--- config.mk ---
export PLATFORM = sky130hd
export DESIGN_NAME = cv_tile_scheduler
export DESIGN_NICKNAME = d
export VERILOG_FILES = /design/src/rtl/cv_tile_scheduler_pkg.sv /design/src/rtl/cv_tile_axis_step.sv /design/src/rtl/cv_tile_scheduler.sv
export SDC_FILE = /design/constraint.sdc
export NUM_CORES = 1
export LEC_CHECK = 0
export CAP_MARGIN = 20
export CORE_MARGIN = 2
export CORE_UTILIZATION = 50
export DETAILED_ROUTE_END_ITERATION = 7
export MAX_ROUTING_LAYER = met4
export PLACE_DENSITY = 0.72
export SLEW_MARGIN = 40
export SYNTH_ARGS = -nofsm -noshare
export SYNTH_HDL_FRONTEND = slang
export SYNTH_SLANG_ARGS = --single-unit
--- constraint.sdc ---
create_clock -name clk -period 19.55 [get_ports clk]
set_input_delay 3.91 -clock clk [delete_from_list [all_inputs] [get_ports clk]]
set_output_delay 3.91 -clock clk [all_outputs]
set_load 0.005 [all_outputs]
--- src/rtl/cv_tile_scheduler_pkg.sv ---
// Shared definitions for the convolution tile scheduler: FSM state encoding
// and the field widths used by the loader-facing origin/extent outputs.
package cv_tile_scheduler_pkg;

    localparam int CH_W = 11;  // output-channel fields and all internal axis math
    localparam int SP_W = 8;   // spatial origin/extent fields
    localparam int K_W  = 5;   // kernel size

    localparam logic [CH_W-1:0] CH_ZERO  = '0;
    localparam logic [CH_W-1:0] CH_ONE   = CH_W'(1);
    localparam logic [CH_W-1:0] SPAN_MAX = CH_W'(255);  // largest allowed H-K / W-K

    typedef enum logic [2:0] {
        ST_IDLE = 3'd0,
        ST_WGT  = 3'd1,
        ST_INP  = 3'd2,
        ST_OUT  = 3'd3,
        ST_NEXT = 3'd4,
        ST_FIN  = 3'd5
    } state_t;

endpackage

--- src/rtl/cv_tile_axis_step.sv ---
// One tiling axis. Optionally advances the origin by one tile step (wrapping
// to 0 at the end of the axis) and returns the extent of the tile at the
// resulting origin: min(step, total - origin) plus the kernel halo.
module cv_tile_axis_step
    import cv_tile_scheduler_pkg::*;
(
    input  logic            advance,
    input  logic [CH_W-1:0] origin,
    input  logic [CH_W-1:0] step,
    input  logic [CH_W-1:0] total,
    input  logic [CH_W-1:0] halo,
    output logic [CH_W-1:0] new_origin,
    output logic [CH_W-1:0] extent,
    output logic            wrap
);

    logic [CH_W:0]   sum;
    logic [CH_W-1:0] remain;
    logic [CH_W-1:0] span;

    // Step/wrap the origin, then size the tile that starts at the new origin.
    always_comb begin
        sum  = {1'b0, origin} + {1'b0, step};
        wrap = advance && (sum >= {1'b0, total});
        if (!advance) begin
            new_origin = origin;
        end else if (wrap) begin
            new_origin = '0;
        end else begin
            new_origin = sum[CH_W-1:0];
        end
        remain = total - new_origin;
        span   = (step < remain) ? step : remain;
        extent = span + halo;
    end

endmodule

--- src/rtl/cv_tile_scheduler.sv ---
// Walks a stride-1 valid convolution in output tiles (o outer, h middle,
// w inner) and sequences load_weight / load_input / store_output for the
// loader. Weights are reloaded only when the output-channel tile changes.
// Handshake: each command is a level held for its whole state; the loader
// pulses ld_done once, and the command drops in the following cycle.
module cv_tile_scheduler
    import cv_tile_scheduler_pkg::*;
(
    input  logic            clk,
    input  logic            rst,
    input  logic            start,
    input  logic [CH_W-1:0] O,
    input  logic [K_W-1:0]  K,
    input  logic [CH_W-1:0] H,
    input  logic [CH_W-1:0] W,
    input  logic [CH_W-1:0] tile_o,
    input  logic [SP_W-1:0] tile_h,
    input  logic [SP_W-1:0] tile_w,
    input  logic            ld_done,
    output logic            load_weight,
    output logic            load_input,
    output logic            store_output,
    output logic [CH_W-1:0] Oori,
    output logic [SP_W-1:0] Hori,
    output logic [SP_W-1:0] Wori,
    output logic [CH_W-1:0] Oext,
    output logic [SP_W-1:0] Hext,
    output logic [SP_W-1:0] Wext,
    output logic            busy,
    output logic            finished,
    output logic            cfg_err
);

    state_t state_q, state_d;

    // Latched layer configuration, already reduced to per-axis terms.
    logic [CH_W-1:0] o_tot_q, tile_o_q, hout_q, wout_q, toh_q, tow_q, halo_q;

    logic [CH_W-1:0] k_in, th_in, tw_in, hout_in, wout_in, toh_in, tow_in, halo_in;
    logic            cfg_bad, in_idle, accept, step_en;

    logic [CH_W-1:0] o_total, o_step, h_total, h_step, w_total, w_step, halo;
    logic [CH_W-1:0] o_org, h_org, w_org;
    logic [CH_W-1:0] o_new, h_new, w_new, o_ext, h_ext, w_ext;
    logic            o_wrap, h_wrap, w_wrap;
    logic            unused_hi;

    // Derive per-axis terms from the raw ports and validate the configuration.
    always_comb begin
        k_in    = CH_W'(K);
        th_in   = CH_W'(tile_h);
        tw_in   = CH_W'(tile_w);
        hout_in = H - k_in + CH_ONE;
        wout_in = W - k_in + CH_ONE;
        toh_in  = th_in - k_in + CH_ONE;
        tow_in  = tw_in - k_in + CH_ONE;
        halo_in = k_in - CH_ONE;
        cfg_bad = (K == '0) || (O == '0) || (tile_o == '0) ||
                  (th_in < k_in) || (tw_in < k_in) || (H < k_in) || (W < k_in) ||
                  ((H - k_in) > SPAN_MAX) || ((W - k_in) > SPAN_MAX);
    end

    // In IDLE the axis steppers size the first tile straight from the ports,
    // so the fields are valid in the same cycle WGT is entered.
    always_comb begin
        in_idle = (state_q == ST_IDLE);
        accept  = in_idle && start && !cfg_bad;
        step_en = (state_q == ST_NEXT);
        o_total = in_idle ? O       : o_tot_q;
        o_step  = in_idle ? tile_o  : tile_o_q;
        h_total = in_idle ? hout_in : hout_q;
        h_step  = in_idle ? toh_in  : toh_q;
        w_total = in_idle ? wout_in : wout_q;
        w_step  = in_idle ? tow_in  : tow_q;
        halo    = in_idle ? halo_in : halo_q;
        o_org   = in_idle ? CH_ZERO : Oori;
        h_org   = in_idle ? CH_ZERO : CH_W'(Hori);
        w_org   = in_idle ? CH_ZERO : CH_W'(Wori);
    end

    cv_tile_axis_step u_w_axis (
        .advance(step_en), .origin(w_org), .step(w_step), .total(w_total),
        .halo(halo), .new_origin(w_new), .extent(w_ext), .wrap(w_wrap)
    );

    cv_tile_axis_step u_h_axis (
        .advance(w_wrap), .origin(h_org), .step(h_step), .total(h_total),
        .halo(halo), .new_origin(h_new), .extent(h_ext), .wrap(h_wrap)
    );

    cv_tile_axis_step u_o_axis (
        .advance(h_wrap), .origin(o_org), .step(o_step), .total(o_total),
        .halo(CH_ZERO), .new_origin(o_new), .extent(o_ext), .wrap(o_wrap)
    );

    // Spatial values never exceed 8 bits once the configuration is accepted.
    assign unused_hi = ^{h_new[CH_W-1:SP_W], w_new[CH_W-1:SP_W],
                         h_ext[CH_W-1:SP_W], w_ext[CH_W-1:SP_W]};

    // FSM state register.
    always_ff @(posedge clk) begin
        if (rst) state_q <= ST_IDLE;
        else     state_q <= state_d;
    end

    // Next-state logic; an o-axis wrap in NEXT means the layer is complete.
    always_comb begin
        state_d = state_q;
        case (state_q)
            ST_IDLE: if (accept)  state_d = ST_WGT;
            ST_WGT:  if (ld_done) state_d = ST_INP;
            ST_INP:  if (ld_done) state_d = ST_OUT;
            ST_OUT:  if (ld_done) state_d = ST_NEXT;
            ST_NEXT: begin
                if (o_wrap)      state_d = ST_FIN;
                else if (h_wrap) state_d = ST_WGT;
                else             state_d = ST_INP;
            end
            ST_FIN:  state_d = ST_IDLE;
            default: state_d = ST_IDLE;
        endcase
    end

    // Commands and status decode directly from the state register.
    always_comb begin
        load_weight  = (state_q == ST_WGT);
        load_input   = (state_q == ST_INP);
        store_output = (state_q == ST_OUT);
        busy         = (state_q == ST_WGT) || (state_q == ST_INP) ||
                       (state_q == ST_OUT) || (state_q == ST_NEXT);
        finished     = (state_q == ST_FIN);
    end

    // Latch configuration on accept; load tile fields on accept and in NEXT.
    always_ff @(posedge clk) begin
        if (rst) begin
            cfg_err  <= 1'b0;
            o_tot_q  <= '0;
            tile_o_q <= '0;
            hout_q   <= '0;
            wout_q   <= '0;
            toh_q    <= '0;
            tow_q    <= '0;
            halo_q   <= '0;
            Oori     <= '0;
            Hori     <= '0;
            Wori     <= '0;
            Oext     <= '0;
            Hext     <= '0;
            Wext     <= '0;
        end else begin
            cfg_err <= in_idle && start && cfg_bad;
            if (accept) begin
                o_tot_q  <= O;
                tile_o_q <= tile_o;
                hout_q   <= hout_in;
                wout_q   <= wout_in;
                toh_q    <= toh_in;
                tow_q    <= tow_in;
                halo_q   <= halo_in;
            end
            if (accept || (step_en && !o_wrap)) begin
                Oori <= o_new;
                Hori <= h_new[SP_W-1:0];
                Wori <= w_new[SP_W-1:0];
                Oext <= o_ext;
                Hext <= h_ext[SP_W-1:0];
                Wext <= w_ext[SP_W-1:0];
            end
        end
    end

endmodule

==> impl_metrics.xml <==
<?xml version="1.0" encoding="UTF-8"?>
<metrics>
  <group name="status">
    <metric name="status" unit="">completed</metric>
  </group>
  <group name="sta">
    <metric name="timing_max_transition_violations_final" unit="">0</metric>
    <metric name="clock_skew" unit="ns">0.01515</metric>
    <metric name="min_period_over_period" unit="">0.7844</metric>
    <metric name="sum_neg_setup_slack" unit="ns">0</metric>
    <metric name="slew_headroom" unit="">0.4266</metric>
    <metric name="fin_crit" unit="ns">15.34</metric>
    <metric name="worstMarginPinSlew" unit="ns">0.8490</metric>
    <metric name="final_setup_violations" unit="">0</metric>
    <metric name="rsz0062_at_grt" unit="">no</metric>
    <metric name="timing.final.hold_violations" unit="">0</metric>
    <metric name="max_freq" unit="MHz">65.21</metric>
  </group>
  <group name="logic_synthesis">
    <metric name="synth_fp_nets" unit="">1896</metric>
    <metric name="synth_enable_flop_cells" unit="">0</metric>
    <metric name="ys.flop_type" unit="">sky130_fd_sc_hd__dfxtp_1</metric>
    <metric name="synth_top_family_by_area" unit="">simple AND/OR/NAND/NOR gates</metric>
    <metric name="synth_seq_area_share" unit="">0.2016</metric>
    <metric name="synth.ff_latch_count" unit="">128</metric>
    <metric name="post_synth_xor_area_fraction" unit="">0.07844</metric>
    <metric name="synth.area.mux_share" unit="">0.06004</metric>
    <metric name="synth-async-reset-ratio" unit="">0</metric>
    <metric name="yosys.area_share.simple" unit="">0.2194</metric>
    <metric name="synthAdderAreaFrac" unit="">0.1774</metric>
    <metric name="synthesis.instances" unit="">1654</metric>
    <metric name="syn_avg_cell_area" unit="um2">7.686</metric>
    <metric name="post_synth_num_cell_types" unit="">83</metric>
    <metric name="syn-cell-area" unit="um2">12710</metric>
    <metric name="ys_warn_count" unit="">0</metric>
    <metric name="post_synthesis_compound_gate_area_fraction" unit="">0.2056</metric>
  </group>
  <group name="drt">
    <metric name="route.detailed.wl_per_inst" unit="um">17.91</metric>
    <metric name="route.antenna.remaining_nets" unit="">0</metric>
    <metric name="total_routed_wirelength" unit="um">37340</metric>
    <metric name="routed_via_density" unit="">5.793</metric>
    <metric name="vias" unit="">12080</metric>
    <metric name="drtPass1Iterations" unit="">5</metric>
    <metric name="drt_iter0_drc" unit="">708</metric>
    <metric name="drcViolationCount" unit="">0</metric>
  </group>
  <group name="hold_path">
    <metric name="hold_path_startpoint" unit="">wout_q[5]</metric>
    <metric name="worst_min_delay_path_category" unit="">reg -&gt; reg</metric>
  </group>
  <group name="cts">
    <metric name="clock-sinks" unit="">128</metric>
    <metric name="cells_resized_by_post_cts_repair" unit="">0</metric>
    <metric name="cts_hold_buf" unit="">0</metric>
    <metric name="cts_root_buf" unit="">sky130_fd_sc_hd__clkbuf_16</metric>
    <metric name="tritoncts.num_buffers" unit="">17</metric>
    <metric name="clockBufferDepth" unit="">2</metric>
    <metric name="cts_tree" unit="">yes</metric>
    <metric name="clk_pin_slew" unit="ns">0.06</metric>
    <metric name="total_number_of_h_tree_levels" unit="">4</metric>
    <metric name="clock_latency" unit="ns">0.44</metric>
    <metric name="cts_setup_buffers" unit="">0</metric>
  </group>
  <group name="setup_path">
    <metric name="required" unit="ns">19.84</metric>
    <metric name="critical_path.reg2reg.startpoint" unit="">state_q[2]</metric>
    <metric name="path_class" unit="">in -&gt; reg</metric>
    <metric name="critPathMaxStageDelay" unit="ns">0.66</metric>
    <metric name="critPathArrivalTime" unit="ns">15.63</metric>
    <metric name="critical_path.endpoint_type" unit="">flip-flop</metric>
    <metric name="worst_setup_path_start_kind" unit="">input pin</metric>
    <metric name="reg2reg_setup_slack" unit="ns">8.18</metric>
    <metric name="worstPathMaxFanout" unit="">12</metric>
    <metric name="crit_start" unit="">K[0]</metric>
    <metric name="highest_delay_cell_along_the_critical_path" unit="">sky130_fd_sc_hd__clkdlybuf4s50_1</metric>
  </group>
  <group name="layout">
    <metric name="n_antenna_cell" unit="">0</metric>
    <metric name="finish.net_count" unit="">1984</metric>
    <metric name="stdcell_area" unit="um2">14770</metric>
    <metric name="layout.core_utilization" unit="">0.5898</metric>
    <metric name="area_delta_synth_final" unit="%">16.15</metric>
    <metric name="final_layout_size_suffix_gt1_frac" unit="">0.04672</metric>
    <metric name="filler_cell_count" unit="">2288</metric>
  </group>
  <group name="floorplanning">
    <metric name="initial_utilization" unit="">0.5077</metric>
    <metric name="area_enclosed_by_the_die_boundary" unit="um2">26720</metric>
    <metric name="die_w" unit="um">163.5</metric>
    <metric name="num_rows" unit="">58</metric>
    <metric name="ioPinCount" unit="">129</metric>
    <metric name="die_y" unit="um">163.5</metric>
    <metric name="core_area" unit="um2">25040</metric>
  </group>
  <group name="global_route">
    <metric name="grt_first_pass_wirelength" unit="um">59030</metric>
    <metric name="number_of_global_route_vias_before_repair" unit="">11460</metric>
    <metric name="global_route.overflow_total" unit="">0</metric>
    <metric name="largest_net_degree_at_the_start_of_global_routing" unit="">85</metric>
    <metric name="track_usage" unit="">0.2872</metric>
    <metric name="grt_antenna_before_repair" unit="">0</metric>
  </group>
  <group name="power">
    <metric name="design_power_total" unit="W">0.001041</metric>
    <metric name="power.density" unit="nW/um2">70.51</metric>
    <metric name="irDropWorstVdd" unit="uV">50.46</metric>
    <metric name="power_leakage" unit="nW">6.776</metric>
  </group>
  <group name="placement">
    <metric name="hpwl" unit="um">28500</metric>
    <metric name="placed_instance_area" unit="um2">14190</metric>
    <metric name="replace_congestion" unit="">0.9442</metric>
    <metric name="io_buffers" unit="">128</metric>
  </group>
  <group name="job">
    <metric name="timing.max_cap.violations" unit="">0</metric>
  </group>
</metrics>
==> layout make-up <==
type	count	area, um2	share of cell area
tap	330	412.9	0.02796
clock inverter	15	140.1	0.009491
sequential	128	2562	0.1735
timing repair buffer	141	1384	0.09372
clock buffer	17	425.4	0.02881
inverter	103	386.6	0.02618
multi-input combinational	1351	9454	0.6403
==> final timing paths <==
check | end | cells past startpoint
setup / recovery | Hext[7] | 53
hold reg to reg | wout_q[5] | 2
hold / removal | wout_q[5] | 2
setup reg to reg | Hext[7] | 48
==> flip-flops by register name (all words and copies together) (netlist names), 10 cells and up <==
signal    cells
o_tot_q      11
toh_q        10
tow_q        10
Oext         11
tile_o_q     11
Oori         11
hout_q       11
wout_q       11
==> cells by family (layout without fill, tap and decap cells) <==
family,count (synthesis),in the layout
flip-flops,128,128
AND/OR/NAND/NOR,587,587
adder cells (fa/ha/maj),173,173
buffers and inverters,175,276
XOR/XNOR,113,113
AO/OA/AOI/OAI,402,402
multiplexers,76,76
==> power by group <==
part | internal [W] | switching [W]
clock network | 0.000169 | 0.000151
registers | 0.000262 | 0.00000130
logic | 0.000193 | 0.000265
==> routing by layer <==
metal,wire length [um],track usage
met1,17320,0.3669
met4,1066,0.08812
met5,0,-
met2,17300,0.4739
met3,1649,0.03631
==> placed cells by master, fill, tap and decap left out, drive strengths merged, types with 5 or more instances in the layout <==
cell type,n
a2111oi,6
xor2,42
a22oi,12
a31oi,17
or2,15
a211oi,27
nand3,45
mux2i,74
o21bai,6
o211ai,7
clkbuf,17
dfxtp,128
or3,11
and3,14
nor2,171
a21o,33
a21oi,113
nand4,6
o31a,12
nand2b,12
nor3,63
ha,161
o21a,23
nor3b,5
nor4,15
and2,29
clkdlybuf4s50,127
inv,114
xnor2,71
o21ai,90
o31ai,7
buf,14
nand2,157
fa,12
nor2b,30
a221oi,6
==> critical path, delay by kind of cell <==
| family | cells | cell delay [ns] |
|---|---|---|
| AOI/OAI and AO/OA | 20 | 4.00 |
| xor gates and xnor gates | 5 | 0.78 |
| adders and majority gates | 8 | 2.48 |
| buffers and inverters | 2 | 0.86 |
| muxes | 2 | 0.73 |
| and+or+nand+nor | 16 | 2.87 |
==> Yosys cell counts, types with 5 or more instances <==
| master | instances | area share |
|---|---|---|
| sky130_fd_sc_hd__a211oi_1 | 26 | 0.015 |
| sky130_fd_sc_hd__nor3_1 | 61 | 0.024 |
| sky130_fd_sc_hd__a221oi_1 | 5 | 0.0034 |
| sky130_fd_sc_hd__inv_1 | 103 | 0.030 |
| sky130_fd_sc_hd__or3_1 | 11 | 0.0054 |
| sky130_fd_sc_hd__nor2_1 | 171 | 0.050 |
| sky130_fd_sc_hd__fa_1 | 12 | 0.019 |
| sky130_fd_sc_hd__or2_2 | 12 | 0.0059 |
| sky130_fd_sc_hd__nor4_1 | 15 | 0.0074 |
| sky130_fd_sc_hd__nand2b_1 | 12 | 0.0059 |
| sky130_fd_sc_hd__o21ai_0 | 86 | 0.034 |
| sky130_fd_sc_hd__and3_1 | 14 | 0.0069 |
| sky130_fd_sc_hd__a22oi_1 | 12 | 0.0071 |
| sky130_fd_sc_hd__nand3_1 | 45 | 0.018 |
| sky130_fd_sc_hd__a21o_1 | 33 | 0.019 |
| sky130_fd_sc_hd__buf_2 | 9 | 0.0035 |
| sky130_fd_sc_hd__a31oi_1 | 17 | 0.0084 |
| sky130_fd_sc_hd__a2111oi_0 | 6 | 0.0041 |
| sky130_fd_sc_hd__o31ai_1 | 6 | 0.0035 |
| sky130_fd_sc_hd__buf_4 | 11 | 0.0065 |
| sky130_fd_sc_hd__xnor2_1 | 70 | 0.048 |
| sky130_fd_sc_hd__mux2i_1 | 74 | 0.058 |
| sky130_fd_sc_hd__o211ai_1 | 7 | 0.0041 |
| sky130_fd_sc_hd__a21oi_1 | 113 | 0.044 |
| sky130_fd_sc_hd__o21a_1 | 22 | 0.013 |
| sky130_fd_sc_hd__clkbuf_1 | 44 | 0.013 |
| sky130_fd_sc_hd__buf_1 | 5 | 0.0015 |
| sky130_fd_sc_hd__xor2_1 | 42 | 0.029 |
| sky130_fd_sc_hd__nand4_1 | 6 | 0.0030 |
| sky130_fd_sc_hd__nor3b_1 | 5 | 0.0030 |
| sky130_fd_sc_hd__nor2b_1 | 30 | 0.015 |
| sky130_fd_sc_hd__o21bai_1 | 6 | 0.0035 |
| sky130_fd_sc_hd__and2_1 | 29 | 0.014 |
| sky130_fd_sc_hd__ha_1 | 161 | 0.16 |
| sky130_fd_sc_hd__dfxtp_1 | 128 | 0.20 |
| sky130_fd_sc_hd__nand2_1 | 156 | 0.046 |
| sky130_fd_sc_hd__o31a_1 | 12 | 0.0083 |
==> metrics by stage <==
| step | instances | worst slack, ns | hold WS, ns |
|---|---|---|---|
| after global placement | 2053 | 4.217 | 0.4431 |
| after floorplan | 1654 | 5.916 | 0.4367 |
| after CTS | 2085 | 4.350 | 0.4642 |
| after global routing | 2085 | 3.235 | 0.4782 |
| after detailed placement | 2053 | 3.921 | 0.4547 |
| final | 2085 | 4.215 | 0.4630 |
Power figures use the tool's default switching activity.
